`config.mk`:
```
export PLATFORM = sky130hd
export DESIGN_NAME = ask4_symbol_mapper_flat
export DESIGN_NICKNAME = d
export VERILOG_FILES = /design/src/rtl/ask4_symbol_mapper_if.sv /design/src/rtl/ask4_symbol_mapper.sv /design/src/flat_wrapper.sv
export SDC_FILE = /design/constraint.sdc
export NUM_CORES = 1
export LEC_CHECK = 0
export ABC_AREA = 1
export ABC_CLOCK_PERIOD_IN_PS = 1700
export CAP_MARGIN = 40
export CORE_ASPECT_RATIO = 0.7
export CORE_UTILIZATION = 25
export DETAILED_ROUTE_END_ITERATION = 8
export HOLD_SLACK_MARGIN = 0.15
export SLEW_MARGIN = 20
export SYNTH_ARGS = -nofsm -noshare
export SYNTH_HDL_FRONTEND = slang
export SYNTH_SLANG_ARGS = --single-unit
```
`constraint.sdc`:
```
create_clock -name clk -period 1.7 [get_ports clk]
set_input_delay 0.425 -clock clk [delete_from_list [all_inputs] [get_ports clk]]
set_output_delay 0.425 -clock clk [all_outputs]
set_load 0.02 [all_outputs]
```
`src/rtl/ask4_symbol_mapper_if.sv`:
```
// ---------------------------------------------------------------------------
// ask4_symbol_mapper_if
// Byte handshake and symbol-output bundle for the 4-ASK symbol mapper.
//   data_in    [7:0]  byte to transmit            (master -> slave)
//   data_valid        data_in valid this cycle    (master -> slave)
//   data_ready        slave can take a byte       (slave  -> master)
//   sel        [1:0]  carrier select to the mux   (slave  -> master)
//   sym_strobe        first cycle of each symbol  (slave  -> master)
//   busy              sending or byte waiting     (slave  -> master)
// ---------------------------------------------------------------------------
interface ask4_symbol_mapper_if;
    logic [7:0] data_in;
    logic       data_valid;
    logic       data_ready;
    logic [1:0] sel;
    logic       sym_strobe;
    logic       busy;

    modport master (
        output data_in, data_valid,
        input  data_ready, sel, sym_strobe, busy
    );

    modport slave (
        input  data_in, data_valid,
        output data_ready, sel, sym_strobe, busy
    );
endinterface

```
`src/rtl/ask4_symbol_mapper.sv`:
```
// ---------------------------------------------------------------------------
// ask4_symbol_mapper
// Splits each accepted byte into four dibits (MSB pair first) and holds each
// one on sel for SYMBOL_LEN clocks, feeding the 4-ASK carrier multiplexer.
// One byte can wait in a holding register while another is being sent, so a
// continuous stream runs at exactly 4*SYMBOL_LEN clocks per byte, no gaps.
//   clk   system clock, rising edge
//   rst   asynchronous active-high reset
//   bus   slave side of ask4_symbol_mapper_if (byte handshake in,
//         registered sel / sym_strobe out, busy out)
// Parameters:
//   SYMBOL_LEN  clocks per symbol (>= 1)
//   IDLE_SEL    sel value when nothing is being sent
//   GRAY_MAP    0: sel = dibit, 1: sel = {b1, b1^b0}
// ---------------------------------------------------------------------------
module ask4_symbol_mapper #(
    parameter int         SYMBOL_LEN = 16,
    parameter logic [1:0] IDLE_SEL   = 2'b00,
    parameter bit         GRAY_MAP   = 1'b0
) (
    input logic                clk,
    input logic                rst,
    ask4_symbol_mapper_if.slave bus
);

    localparam int            PW       = (SYMBOL_LEN > 1) ? $clog2(SYMBOL_LEN) : 1;
    localparam logic [PW-1:0] PER_LAST = PW'(SYMBOL_LEN - 1);

    typedef enum logic {IDLE, SEND} state_t;

    state_t        state, state_nxt;
    logic          hold_full;
    logic [7:0]    hold;
    logic [7:0]    sh;
    logic [PW-1:0] per_cnt;
    logic [1:0]    sym_cnt;
    logic [1:0]    sel_r, sel_nxt;
    logic          strobe_r, strobe_nxt;

    logic          accept;
    logic          load;
    logic          shift;
    logic          per_last;

    function automatic logic [1:0] map_dibit(input logic [1:0] d);
        if (GRAY_MAP)
            return {d[1], d[1] ^ d[0]};
        else
            return d;
    endfunction

    // Ready is forced low during reset so nothing is accepted while rst=1.
    assign bus.data_ready = !hold_full && !rst;
    assign accept         = bus.data_valid && bus.data_ready;
    assign per_last       = (per_cnt == PER_LAST);

    assign bus.sel        = sel_r;
    assign bus.sym_strobe = strobe_r;
    assign bus.busy       = (state == SEND) || hold_full;

    // State register
    always_ff @(posedge clk or posedge rst) begin
        if (rst)
            state <= IDLE;
        else
            state <= state_nxt;
    end

    // Next-state logic
    always_comb begin
        state_nxt = state;
        case (state)
            IDLE: if (hold_full) state_nxt = SEND;
            SEND: if (per_last && sym_cnt == 2'd3 && !hold_full) state_nxt = IDLE;
            default: state_nxt = IDLE;
        endcase
    end

    // Output / datapath-control logic: next values for the registered outputs
    // plus the load (hold -> sh) and shift (next dibit) enables.
    always_comb begin
        load       = 1'b0;
        shift      = 1'b0;
        sel_nxt    = sel_r;
        strobe_nxt = 1'b0;
        case (state)
            IDLE: begin
                sel_nxt = IDLE_SEL;
                if (hold_full) begin
                    load       = 1'b1;
                    sel_nxt    = map_dibit(hold[7:6]);
                    strobe_nxt = 1'b1;
                end
            end
            SEND: begin
                if (per_last) begin
                    if (sym_cnt != 2'd3) begin
                        shift      = 1'b1;
                        // sh[7:6] is the symbol on air; the next pair sits below it.
                        sel_nxt    = map_dibit(sh[5:4]);
                        strobe_nxt = 1'b1;
                    end else if (hold_full) begin
                        load       = 1'b1;
                        sel_nxt    = map_dibit(hold[7:6]);
                        strobe_nxt = 1'b1;
                    end else begin
                        sel_nxt = IDLE_SEL;
                    end
                end
            end
            default: sel_nxt = IDLE_SEL;
        endcase
    end

    // Control registers
    always_ff @(posedge clk or posedge rst) begin
        if (rst) begin
            hold_full <= 1'b0;
            per_cnt   <= '0;
            sym_cnt   <= 2'd0;
            sel_r     <= IDLE_SEL;
            strobe_r  <= 1'b0;
        end else begin
            // An accept on the same edge as a load keeps the register full.
            if (accept)
                hold_full <= 1'b1;
            else if (load)
                hold_full <= 1'b0;

            if (load || shift)
                per_cnt <= '0;
            else if (state == SEND)
                per_cnt <= per_cnt + PW'(1);

            if (load)
                sym_cnt <= 2'd0;
            else if (shift)
                sym_cnt <= sym_cnt + 2'd1;

            sel_r    <= sel_nxt;
            strobe_r <= strobe_nxt;
        end
    end

    // Data registers: qualified by hold_full / state, so no reset needed.
    always_ff @(posedge clk) begin
        if (accept)
            hold <= bus.data_in;
        if (load)
            sh <= hold;
        else if (shift)
            sh <= {sh[5:0], 2'b00};
    end

endmodule

```
`src/flat_wrapper.sv`:
```
// flat-port wrapper written by rule: the top's interface ports become plain ports
module ask4_symbol_mapper_flat 
#(
    parameter int         SYMBOL_LEN = 16,
    parameter logic [1:0] IDLE_SEL   = 2'b00,
    parameter bit         GRAY_MAP   = 1'b0
)
  (clk, rst, bus_data_in, bus_data_valid, bus_data_ready, bus_sel, bus_sym_strobe, bus_busy);
  ask4_symbol_mapper_if bus_i ();
  input logic clk;
  input logic rst;
  input wire logic [$bits(bus_i.data_in)-1:0] bus_data_in;
  input wire logic [$bits(bus_i.data_valid)-1:0] bus_data_valid;
  output wire logic [$bits(bus_i.data_ready)-1:0] bus_data_ready;
  output wire logic [$bits(bus_i.sel)-1:0] bus_sel;
  output wire logic [$bits(bus_i.sym_strobe)-1:0] bus_sym_strobe;
  output wire logic [$bits(bus_i.busy)-1:0] bus_busy;
  assign bus_i.data_in = bus_data_in;
  assign bus_i.data_valid = bus_data_valid;
  assign bus_data_ready = bus_i.data_ready;
  assign bus_sel = bus_i.sel;
  assign bus_sym_strobe = bus_i.sym_strobe;
  assign bus_busy = bus_i.busy;
  ask4_symbol_mapper #(.SYMBOL_LEN(SYMBOL_LEN), .IDLE_SEL(IDLE_SEL), .GRAY_MAP(GRAY_MAP)) u_core (.clk(clk), .rst(rst), .bus(bus_i));
endmodule
```
==> results_dict.tcl <==
set metrics [dict create \
    wl_met1_microns 915 \
    numCtsBuffers 3 \
    clock-root-buffer "clkbuf_8" \
    layout_common_cells "nand2_1, edfxtp_1, clkdlybuf4s50_1, dfrtp_1, inv_1" \
    antenna_left 0 \
    top_layer_used "met4" \
    fillers 408 \
    fin_crit_ns 1.614 \
    synthTopCellsByArea "edfxtp_1, dfrtp_1, nand2_1, inv_1, buf_6" \
    clk_transition_reported_paths_ns 0.09 \
    p_sw_mw 0.2322 \
    clock.fmax_mhz 619.6 \
    die-area_sq_mm 0.004564 \
    numClockSinks 25 \
    end_kind "output pin" \
    core_sq_mm 0.004018 \
    crit_fanout 3 \
    detail_route.first_pass.iterations 4 \
    setup_viol 0 \
    antenna_found_initial 0 \
    gr-total-overflow 0 \
    place.port_buffers 15 \
    cellLeakagePower_nw 0.6454 \
    hpwl_mm 1.380 \
    p_sw_share_pct 21.33 \
    met2_length_microns 764 \
    p_int_mw 0.8563 \
    fin_crit_sh_pct 94.93 \
    htreeDepth 1 \
    routed_wl_mm 1.768 \
    gp_congestion 0.7515 \
    rsz0062_at_grt "false" \
    comb_power_share_pct 6.7 \
    pwr-share-seq_pct 60.1 \
    hp-class "in2async" \
    syn_nets 114 \
    status "complete, no violations" \
    final_common_cell "nand2_1" \
    synth_top_area_share_pct 39.16 \
    total_power_mw 1.088 \
    area_delta_synth_final_pct 25.76 \
    clock_power_share_pct 33.2 \
    wl_per_cell_microns 10.10 \
    drive_gt1_share_pct 13.01 \
    cp-start-kind "flip-flop" \
    fin_nets 137 \
    skew_ns 0.005309 \
    worstPathArrival_ns 1.19 \
    num_vias 719 \
    drtIter0Drc 24 \
    drc 0 \
    yosysWarnings 0 \
    tightest_slew_ns 0.4498 \
    finalHoldViolations 0 \
    start_util_pct 26.72 \
    synth_seq_cells 25 \
    die_w_microns 80.32 \
    slew_viol_final 0 \
    synthCells 101 \
    clk_path_buf_depth 2 \
    grt_max_degree 17 \
    worst_ep_required_time_ns 1.27 \
    ioPinCount 16 \
    criticalPathCategory "reg2out" \
    grt_pass1_wl_mm 3.001 \
    synth_cell_types 16 \
    max_cap_viol_count 0 \
    rows 19 \
    yosys.area.top_type "edfxtp_1" \
    num_antenna_cells 0 \
    peakVddDrop_uv 393.9 \
    wl_met3_microns 52 \
    die_y_microns 56.83 \
    slew_headroom_pct 69.98 \
    fin_tns_setup_ns 0 \
    clock_latency_ns 0.27 \
    ys_seq_area_share_pct 64.80 \
    first_global_vias 691 \
    cts_tree "done" \
    grt.total_usage_pct 8.902 \
    syn-cell-area_sq_mm 0.001074 \
    power.density_mw_per_mm2 806.2 \
    synth.avg_cell_area_sq_um 10.63 \
    avgViaCountPerCell 4.109 \
]
-- flip-flops by register name, summed over array words and instances (netlist names) --
| register | count |
|---|---|
| u_core.hold | 8 |
| u_core.sym_cnt | 2 |
| u_core.hold_full | 1 |
| u_core.per_cnt | 4 |
| u_core.sh | 6 |
| u_core.state | 1 |
| u_core.bus.sym_strobe | 1 |
| u_core.bus.sel | 2 |
-- cells by family (layout without fill, tap and decap cells) --
family                     count (synthesis)  after routing  synth area share [%]
and+or+nand+nor                           55             55                 23.19
DFF                                       25             25                 64.80
buffers and inverters                     14             36                 6.993
AOI/OAI and AO/OA                          4              4                 1.864
adders and majority gates                  2              2                 2.331
xor gates and xnor gates                   1              1                0.8160
-- Yosys cell counts (all sizes together) --
cell	n
buf	3
dfrtp	11
edfxtp	14
ha	2
inv	11
nand2	35
nand3	7
nand3b	1
nand4	4
nor2	8
o21ai	4
xor2	1
-- worst max-delay path, cell delays in order, from the launching register on --
cell and delay, ns:
dfrtp_1 0.41, nor2_1 0.14, inv_1 0.08, clkdlybuf4s15_1 0.29
-- per-layer routing --
metal  GRT usage (%)  vias up
li1                -      373
met1           11.42      328
met2           13.68       14
met3           2.439        4
met4           4.592        0
met5               0        -
-- final cells by class --
type | count | area, sq um | share of cell area, %
flip-flops and latches | 25 | 695.7 | 51.53
clock buffers | 3 | 41.29 | 3.058
multi-input cells | 62 | 302.8 | 22.43
repair buffers | 21 | 195.2 | 14.46
inverters | 11 | 41.29 | 3.058
clock inverters | 1 | 8.758 | 0.6488
well taps | 52 | 65.06 | 4.819
-- metrics by stage --
| stage | utilization (%) | instance area [sq um] | hold slack [ns] | setup slack, ns | cells |
|---|---|---|---|---|---|
| CTS | 33.42 | 1343 | 0.4869 | 0.01713 | 174 |
| global placement | 32.17 | 1292 | 0.4601 | -0.3180 | 170 |
| finish | 33.60 | 1350 | 0.4861 | 0.08612 | 175 |
| global route | 33.60 | 1350 | 0.5065 | 0.01658 | 175 |
| floorplan | - | 1074 | 0.2774 | 0.2185 | 101 |
| detailed placement | 32.17 | 1292 | 0.4727 | -0.3281 | 170 |
-- power groups by stage --
stage	registers [mW]	clock network (mW)	logic, mW
after floorplan	0.666	0	0.0407
after global placement	0.667	0	0.0740
after detailed placement	0.667	0	0.0757
after CTS	0.654	0.381	0.0752
after global routing	0.655	0.401	0.0804
final	0.654	0.362	0.0726
-- timing repair --
| item | in CTS | in global routing |
|---|---|---|
| gates cloned | 0 | 0 |
| hold buffers | 0 | 0 |
| setup endpoints to repair | 2 | 4 |
| buffers inserted | 0 | 1 |
| resized for setup | 4 | 4 |
| pin swaps | 0 | 0 |
-- worst paths after layout --
path	start	endpoint	slack, ns	cells past startpoint
min in group clk	u_core.sym_cnt[1]	u_core.sym_cnt[1]	0.49	2
max reg2reg	u_core.per_cnt[0]	u_core.sh[4]	0.19	5
max in group asynchronous	rst	u_core.sym_cnt[1]	0.90	2
max	u_core.hold_full	bus_busy	0.09	3
min reg2reg	u_core.sym_cnt[1]	u_core.sym_cnt[1]	0.49	2
min	rst	u_core.per_cnt[1]	0.49	2
Note: power is estimated with default switching activity, not from simulation.
